File: src/rtl/fitness_accumulator_if.sv
// Diff-stage handshake bus: one mismatch count per vector, valid/ready flow control.
interface fitness_accumulator_if #(
    parameter int DiffWidth = 3
);
    logic                 DiffValid;
    logic [DiffWidth-1:0] DiffIn;
    logic                 DiffReady;

    modport master (output DiffValid, output DiffIn, input DiffReady);
    modport slave  (input DiffValid, input DiffIn, output DiffReady);
endinterface

File: src/rtl/fitness_accumulator.sv
// Sums Diff-stage mismatch counts over Samples vectors per individual and tracks
// the lowest-scoring individual across one Population-sized generation.
//
// state | meaning
// IDLE  | waiting for Start; results of the last generation held
// ACCUM | accepting mismatch counts for the current individual
// EMIT  | one-cycle Fitness/Index presentation, best-so-far update
// DONE  | one-cycle end-of-generation pulse
module fitness_accumulator #(
    parameter int Width      = 8,
    parameter int DiffWidth  = $clog2(Width),
    parameter int Samples    = 16,
    parameter int Population = 32,
    localparam int SumWidth  = DiffWidth + $clog2(Samples) + 1,
    localparam int IdxWidth  = (Population > 1) ? $clog2(Population) : 1
) (
    input  logic                   Clk,
    input  logic                   Rst_n,
    input  logic                   Start,
    fitness_accumulator_if.slave   diff,
    output logic [SumWidth-1:0]    Fitness,
    output logic                   FitnessValid,
    output logic [IdxWidth-1:0]    Index,
    output logic [SumWidth-1:0]    BestFitness,
    output logic [IdxWidth-1:0]    BestIndex,
    output logic                   Busy,
    output logic                   Done
);

    localparam int SampWidth = (Samples > 1) ? $clog2(Samples) : 1;

    localparam logic [1:0] IDLE  = 2'd0;
    localparam logic [1:0] ACCUM = 2'd1;
    localparam logic [1:0] EMIT  = 2'd2;
    localparam logic [1:0] DONE  = 2'd3;

    localparam logic [SampWidth-1:0] SAMP_LAST = SampWidth'(Samples - 1);
    localparam logic [IdxWidth-1:0]  IDX_LAST  = IdxWidth'(Population - 1);

    logic [1:0]           state_q,    state_d;
    logic [SumWidth-1:0]  sum_q,      sum_d;
    logic [SampWidth-1:0] sample_q,   sample_d;
    logic [IdxWidth-1:0]  ind_q,      ind_d;
    logic [SumWidth-1:0]  fitness_q,  fitness_d;
    logic [IdxWidth-1:0]  index_q,    index_d;
    logic [SumWidth-1:0]  best_fit_q, best_fit_d;
    logic [IdxWidth-1:0]  best_idx_q, best_idx_d;
    logic [SumWidth-1:0]  sum_add;

    // Next-state and datapath: accumulate in ACCUM, publish and compare in EMIT.
    always_comb begin
        state_d    = state_q;
        sum_d      = sum_q;
        sample_d   = sample_q;
        ind_d      = ind_q;
        fitness_d  = fitness_q;
        index_d    = index_q;
        best_fit_d = best_fit_q;
        best_idx_d = best_idx_q;
        sum_add    = sum_q + SumWidth'(diff.DiffIn);

        case (state_q)
            IDLE: begin
                if (Start) begin
                    state_d    = ACCUM;
                    sum_d      = '0;
                    sample_d   = '0;
                    ind_d      = '0;
                    best_fit_d = '1;
                    best_idx_d = '0;
                end
            end
            ACCUM: begin
                if (diff.DiffValid) begin
                    sum_d = sum_add;
                    if (sample_q == SAMP_LAST) begin
                        // Latch the result now so it is stable for the whole EMIT cycle.
                        fitness_d = sum_add;
                        index_d   = ind_q;
                        state_d   = EMIT;
                    end else begin
                        sample_d = sample_q + 1'b1;
                    end
                end
            end
            EMIT: begin
                // Strict compare: on a tie the earlier individual keeps the title.
                if (fitness_q < best_fit_q) begin
                    best_fit_d = fitness_q;
                    best_idx_d = index_q;
                end
                sum_d    = '0;
                sample_d = '0;
                ind_d    = ind_q + 1'b1;
                state_d  = (ind_q == IDX_LAST) ? DONE : ACCUM;
            end
            DONE: begin
                state_d = IDLE;
            end
            default: begin
                state_d = IDLE;
            end
        endcase
    end

    // State and datapath registers with synchronous active-low reset.
    always_ff @(posedge Clk) begin
        if (!Rst_n) begin
            state_q    <= IDLE;
            sum_q      <= '0;
            sample_q   <= '0;
            ind_q      <= '0;
            fitness_q  <= '0;
            index_q    <= '0;
            best_fit_q <= '1;
            best_idx_q <= '0;
        end else begin
            state_q    <= state_d;
            sum_q      <= sum_d;
            sample_q   <= sample_d;
            ind_q      <= ind_d;
            fitness_q  <= fitness_d;
            index_q    <= index_d;
            best_fit_q <= best_fit_d;
            best_idx_q <= best_idx_d;
        end
    end

    assign diff.DiffReady = (state_q == ACCUM);
    assign FitnessValid   = (state_q == EMIT);
    assign Done           = (state_q == DONE);
    assign Busy           = (state_q != IDLE);
    assign Fitness        = fitness_q;
    assign Index          = index_q;
    assign BestFitness    = best_fit_q;
    assign BestIndex      = best_idx_q;

endmodule
File: src/flat_wrapper.sv
// flat-port wrapper written by rule: the top's interface ports become plain ports
module fitness_accumulator_flat 
#(
    parameter int Width      = 8,
    parameter int DiffWidth  = $clog2(Width),
    parameter int Samples    = 16,
    parameter int Population = 32,
    localparam int SumWidth  = DiffWidth + $clog2(Samples) + 1,
    localparam int IdxWidth  = (Population > 1) ? $clog2(Population) : 1
)
  (Clk, Rst_n, Start, Fitness, FitnessValid, Index, BestFitness, BestIndex, Busy, Done, diff_DiffValid, diff_DiffIn, diff_DiffReady);
  fitness_accumulator_if #(.DiffWidth(DiffWidth)) diff_i ();
  input  logic Clk;
  input  logic Rst_n;
  input  logic Start;
  output logic [SumWidth-1:0] Fitness;
  output logic FitnessValid;
  output logic [IdxWidth-1:0] Index;
  output logic [SumWidth-1:0] BestFitness;
  output logic [IdxWidth-1:0] BestIndex;
  output logic Busy;
  output logic Done;
  input wire logic [$bits(diff_i.DiffValid)-1:0] diff_DiffValid;
  input wire logic [$bits(diff_i.DiffIn)-1:0] diff_DiffIn;
  output wire logic [$bits(diff_i.DiffReady)-1:0] diff_DiffReady;
  assign diff_i.DiffValid = diff_DiffValid;
  assign diff_i.DiffIn = diff_DiffIn;
  assign diff_DiffReady = diff_i.DiffReady;
  fitness_accumulator #(.Width(Width), .DiffWidth(DiffWidth), .Samples(Samples), .Population(Population)) u_core (.Clk(Clk), .Rst_n(Rst_n), .Start(Start), .diff(diff_i), .Fitness(Fitness), .FitnessValid(FitnessValid), .Index(Index), .BestFitness(BestFitness), .BestIndex(BestIndex), .Busy(Busy), .Done(Done));
endmodule
File: config.mk
export PLATFORM = sky130hd
export DESIGN_NAME = fitness_accumulator_flat
export DESIGN_NICKNAME = d
export VERILOG_FILES = /design/src/rtl/fitness_accumulator_if.sv /design/src/rtl/fitness_accumulator.sv /design/src/flat_wrapper.sv
export SDC_FILE = /design/constraint.sdc
export NUM_CORES = 1
export LEC_CHECK = 0
export CORE_UTILIZATION = 55
export DETAILED_ROUTE_END_ITERATION = 10
export DONT_BUFFER_PORTS = 1
export PLACE_DENSITY_LB_ADDON = 0.12
export REMOVE_ABC_BUFFERS = 1
export SLEW_MARGIN = 20
export SYNTH_ARGS = -nofsm -noshare
export SYNTH_HDL_FRONTEND = slang
export SYNTH_SLANG_ARGS = --single-unit
File: constraint.sdc
create_clock -name Clk -period 1.8 [get_ports Clk]
set_input_delay 0.36 -clock Clk [delete_from_list [all_inputs] [get_ports Clk]]
set_output_delay 0.36 -clock Clk [all_outputs]
set_load 0.03 [all_outputs]
Yosys cells after proc, flatten, opt, wreduce, memory -nomap -nowiden
Index checks and enable logic that the tools add are counted.
{"block": "word_totals", "reg_bits": 45, "input_bits": 7, "output_inout_bits": 30, "word_cells": 51}
{"block": "op_classes", "addsub": 3, "magnitude_cmp": 1, "n_eq_ne": 10, "muxes": 19, "reduce_logical": 10}
{"cell": "2-to-1 mux 8 bit", "count": 4}
{"cell": "case mux 8 bit (3 select lines)", "count": 1}
{"cell": "case mux 5 bit (2 select lines)", "count": 2}
{"cell": "case mux 8 bit (2 select lines)", "count": 1}
{"cell": "2-to-1 mux 4 bit", "count": 3}
{"cell": "case mux 4 bit (3 select lines)", "count": 1}
{"cell": "AND reduction 3 bit", "count": 4}
{"cell": "2-to-1 mux 5 bit", "count": 2}
{"cell": "adder 8 x 3 -> 8 bit", "count": 1}
{"cell": "< comparator 8 bit", "count": 1}
{"cell": "2-to-1 mux 2 bit", "count": 4}
{"cell": "case mux 2 bit (4 select lines)", "count": 1}
{"cell": "inequality test 2 bit, second input constant", "count": 3}
{"cell": "adder 5 x 1 -> 5 bit, second input constant", "count": 1}
{"cell": "== test 5 bit, second input constant", "count": 1}
{"cell": "adder 4 x 1 -> 4 bit, second input constant", "count": 1}
{"cell": "== test 2 bit, second input constant", "count": 2}
{"cell": "== test 4 bit, second input constant", "count": 1}
{"cell": "inequality test 2 x 1 -> 1 bit, second input constant", "count": 2}
{"cell": "AND reduction 4 bit", "count": 1}
{"cell": "nonzero test 2 bit", "count": 2}
{"cell": "nonzero test 3 bit", "count": 1}
{"cell": "== test 2 x 1 -> 1 bit, second input constant", "count": 1}
{"cell": "zero test 2 bit", "count": 1}
{"cell": "AND reduction 2 bit", "count": 1}

Logic depth before layout (Yosys ltp)
{"block": "depth", "word_depth": 4, "depth_mapped": 7, "mapped_depth_nobuf": 7}

Worst setup path before layout
No wires, ideal clock.
{"block": "synth_timing", "path_kind": "register to register", "start": "register u_core.best_fit_q[3], in the netlist u_core.BestFitness[3]", "end": "register u_core.best_idx_q[0], in the netlist u_core.BestIndex[0]", "setup_ns": 0.072, "arrival_ns": 1.940, "required_time_ns": 1.728, "path_slack_ns": -0.212, "path_stages_with_launch": 8, "n_path_buf": 1, "period_less_slack_ns": 2.012, "cell_sequence": "dfxtp_1 inv_1 ha_1 a211oi_1 o21ai_0 a221oi_4 buf_8 mux2i_1"}
{"block": "synth_via", "elab_chain_len": 3}
{"element": "start, declared", "line_no": "fitness_accumulator.sv:46", "source": "logic [SumWidth-1:0] best_fit_q, best_fit_d;"}
{"element": "start signal, assigned", "line_no": "fitness_accumulator.sv:124", "source": "best_fit_q <= best_fit_d;"}
{"element": "< comparator 8 bit", "line_no": "fitness_accumulator.sv:88", "source": "if (fitness_q < best_fit_q) begin"}
{"element": "inequality test 2 x 1 -> 1 bit (no source line)"}
{"element": "AND reduction 3 bit (no source line)"}
{"element": "end signal, assigned", "line_no": "fitness_accumulator.sv:125", "source": "best_idx_q <= best_idx_d;"}
{"element": "end, declared", "line_no": "fitness_accumulator.sv:47", "source": "logic [IdxWidth-1:0] best_idx_q, best_idx_d;"}
No other way between the ends.
A chain may end at the register's enable or synchronous reset.

Final worst setup path
{"block": "layout_timing", "start": "register u_core.best_fit_q[1], in the netlist u_core.BestFitness[1]", "end": "register u_core.best_fit_q[6], in the netlist u_core.BestFitness[6]"}
{"block": "layout_via", "elab_chain_len": 3}
{"element": "< comparator 8 bit", "line_no": "fitness_accumulator.sv:88"}
{"element": "inequality test 2 x 1 -> 1 bit (no source line)"}
{"element": "AND reduction 3 bit (no source line)"}
No other way between the ends.

==> reports/summary.txt <==
Die Wd: 66.12 um
Sequential share of the synthesized area: 0.3985
DR iter-0 viols: 99
Number of synthesized flops with an enable pin: 0
Clock tree buffer depth: 2
Die height: 66.12 um
# DRC: 0
Reg-to-Reg End: u_core.BestFitness[6]
Hold path start: Rst_n
Mapped Cells: 254
Vias per cell: 5.791
GRT Total Usage: 0.2469
FF+latch count, synth: 45
Post-synth ARST share: 0
Hold Crit Class: in -> reg
Placeable core region: 3799 um^2
Layout cells sized above 1: 0.2660
IO Count: 37
Largest net degree at the start of global routing: 19
Net count, final: 302
CTS Sinks: 45
Yosys cell types: 53
Final hold violations: 0
Leak pwr: 0.001092 uW
RD Place Congestion: 0.8393
Antenna violations before repair: 0
Final WL: 5146 um
Final worst slack: -0.04501 ns
P&R area growth vs syn: 19.42%
Worst Setup SP: u_core.BestFitness[1]
Final design utilization: 0.7108
CTS buffer count: 5
H-tree depth: 2
Ys Warns: 0
# Max-Cap Violations: 0
Reg2Reg Depth: 7
Cell accounting for the most synthesized area: dfxtp_1
Status: finished, violations left
Setup Fix Bufs, Post-CTS: 0
Vias in the first global route: 1,838
Synth top area share: 0.3985
Vias: 1,911
Worst skew pair latency: 0.31 ns
Die area: 4371 um^2
Startpoint types: flop
Starting Density: 0.5952
Hold EP: u_core.Fitness[3]
First-pass GRT wire length: 8066 um
Worst-path clk slew: 0.10 ns
Final min period: 1.845 ns
Unrepaired setup endpoints after global routing: yes
Pins Over Slew Limit: 0
Fin crit share: 1.025
Synth Cell Area: 2261 um^2
CTS root buf: clkbuf_8
Post-DR wirelength/cell: 15.59 um
Cts hold-fix bufs: 0
Peak Freq: 542.0 MHz
GRT Residual Overflow: 0
Reg-to-reg slack, setup: -0.05 ns
Synth area leaders: dfxtp_1 (40%), ha_1 (7.2%), mux2i_1 (6.2%)
Count of standard-cell rows: 22
Critical-path maximum fanout: 5
Post-detail-place hpwl: 3563 um
Top-count cell post-synth: dfxtp_1
Post-Route Setup TNS: -0.2211 ns
CTS tree: built
ANT cells: 0
Tot Pwr: 1814 uW
Crit end category: flop
CP arrival: 2.08 ns
Mean Syn Cell Area: 8.901 um^2
Hold path depth: 1
Critical-path cell list: inv_2 -> ha_4 -> o211ai_1 -> o21ai_2 -> a221oi_4 -> clkbuf_16 -> mux2i_1
Worst-Margin Slew: 0.4116 ns
WP data required: 2.03 ns
Max Clock Skew: 0.01196 ns
Main flop type after synthesis: dfxtp_1
Final setup fails: 9
Worst vdd ir: 0.0003715 V
Cell with the largest stage delay on the worst path: a221oi_4
Slew Limit Headroom: 0.7246
Port bufs: 0
Cell Pwr Density: 671.8 nW/um^2
Drt pass-1 iters: 4
Failing checks: setup timing
Largest stage delay, worst path: 0.41 ns
Worst r2r src: u_core.BestFitness[1]
WS Path Type: reg -> reg
Routed Antenna Nets: 0
Synth top cells by count: dfxtp_1 (45), nand2_1 (32), nor2_1 (27)
==> critical path: cells and delay by family, from the launching register on <==
family,cells,cell delay [ns]
multiplexers,1,0.17
buffers and inverters,2,0.28
AO/OA/AOI/OAI,3,0.77
adder cells (fa/ha/maj),1,0.20
flip-flops,1,0.35
==> per-layer routing <==
layer | track usage | up-vias | wire (um)
met3 | 0.07241 | 6 | 248
met1 | 0.3017 | 922 | 2377
met5 | 0 | - | 0
li1 | - | 942 | -
met2 | 0.4031 | 41 | 2457
met4 | 0.1011 | 0 | 63
==> power breakdown <==
group | switching (uW) | internal [uW]
Sequential | 8.48 | 1000
Clock | 380 | 280
Combinational | 92.1 | 51.4
==> stage by stage <==
| step | std cells | hold slack (ns) | instance area, um^2 | setup WS, ns |
|---|---|---|---|---|
| 2_1_floorplan | 246 | 0.4356 | 2207 | -0.3848 |
| 3_3_place_gp | 321 | 0.4462 | 2482 | 0.02128 |
| 3_5_place_dp | 321 | 0.4493 | 2482 | -0.07704 |
| 4_1_cts | 329 | 0.1611 | 2601 | 0.005635 |
| 5_1_grt | 330 | 0.1569 | 2700 | -0.1231 |
| 6_report | 330 | 0.1662 | 2700 | -0.04501 |
==> area by class of cell <==
class / instances / area, um^2
tap: 48 / 60.06
inverter: 15 / 60.06
timing repair buffer: 28 / 240.2
clock inverter: 3 / 25.02
multi-input combinational: 186 / 1335
clock buffer: 5 / 68.82
sequential: 45 / 910.9
fill: 310 / 1099
==> registers in the layout (all words and copies together), names as in the netlist <==
signal / count
u_core.sample_q: 4
u_core.BestIndex: 5
u_core.sum_q: 8
u_core.state_q: 2
u_core.Index: 5
u_core.ind_q: 5
u_core.Fitness: 8
u_core.BestFitness: 8
==> worst max-delay path by stage <==
| stage | end | slack [ns] | cells past startpoint |
|---|---|---|---|
| after CTS | u_core.BestFitness[7] | 0.006 | 7 |
| after global placement | u_core.sum_q[6] | 0.02 | 7 |
| after global routing | u_core.BestFitness[6] | -0.12 | 7 |
| after detailed placement | u_core.BestFitness[1] | -0.08 | 7 |
| after floorplan | u_core.BestFitness[0] | -0.38 | 6 |
| final | u_core.BestFitness[6] | -0.05 | 7 |
==> cell families after synthesis <==
kind of cell,after synthesis,synth area share
AO/OA/AOI/OAI,59,0.1837
XOR/XNOR,6,0.02324
adder cells (fa/ha/maj),14,0.08080
buffers and inverters,23,0.04869
flip-flops,45,0.3984
multiplexers,16,0.07194
AND/OR/NAND/NOR,91,0.1932
==> cell usage in the layout (no fill, tap or decap), types with 3 or more instances in the layout <==
master    Yosys  layout
xnor2_1       4       4
or3_1         3       3
dfxtp_2       0       8
clkbuf_8      0       5
a22o_1        3       3
nand3_1       8       8
dfxtp_1      45      37
o211ai_1      3       3
ha_1         13       8
a211oi_1      6       4
inv_1        14      10
inv_2         1       4
ha_4          0       3
nor3_1        3       3
nor2_1       27      27
o21ai_0      11      10
mux2i_1      14      14
buf_4         1      26
a21oi_1      21      21
nand2_1      32      32
==> what timing repair did <==
item	4_1_cts	5_1_grt
endpoints found under the setup margin	15	17
pin swaps	1	7
gates cloned	0	1
gates resized for setup	8	21
Note: power is estimated with default switching activity, not from simulation.
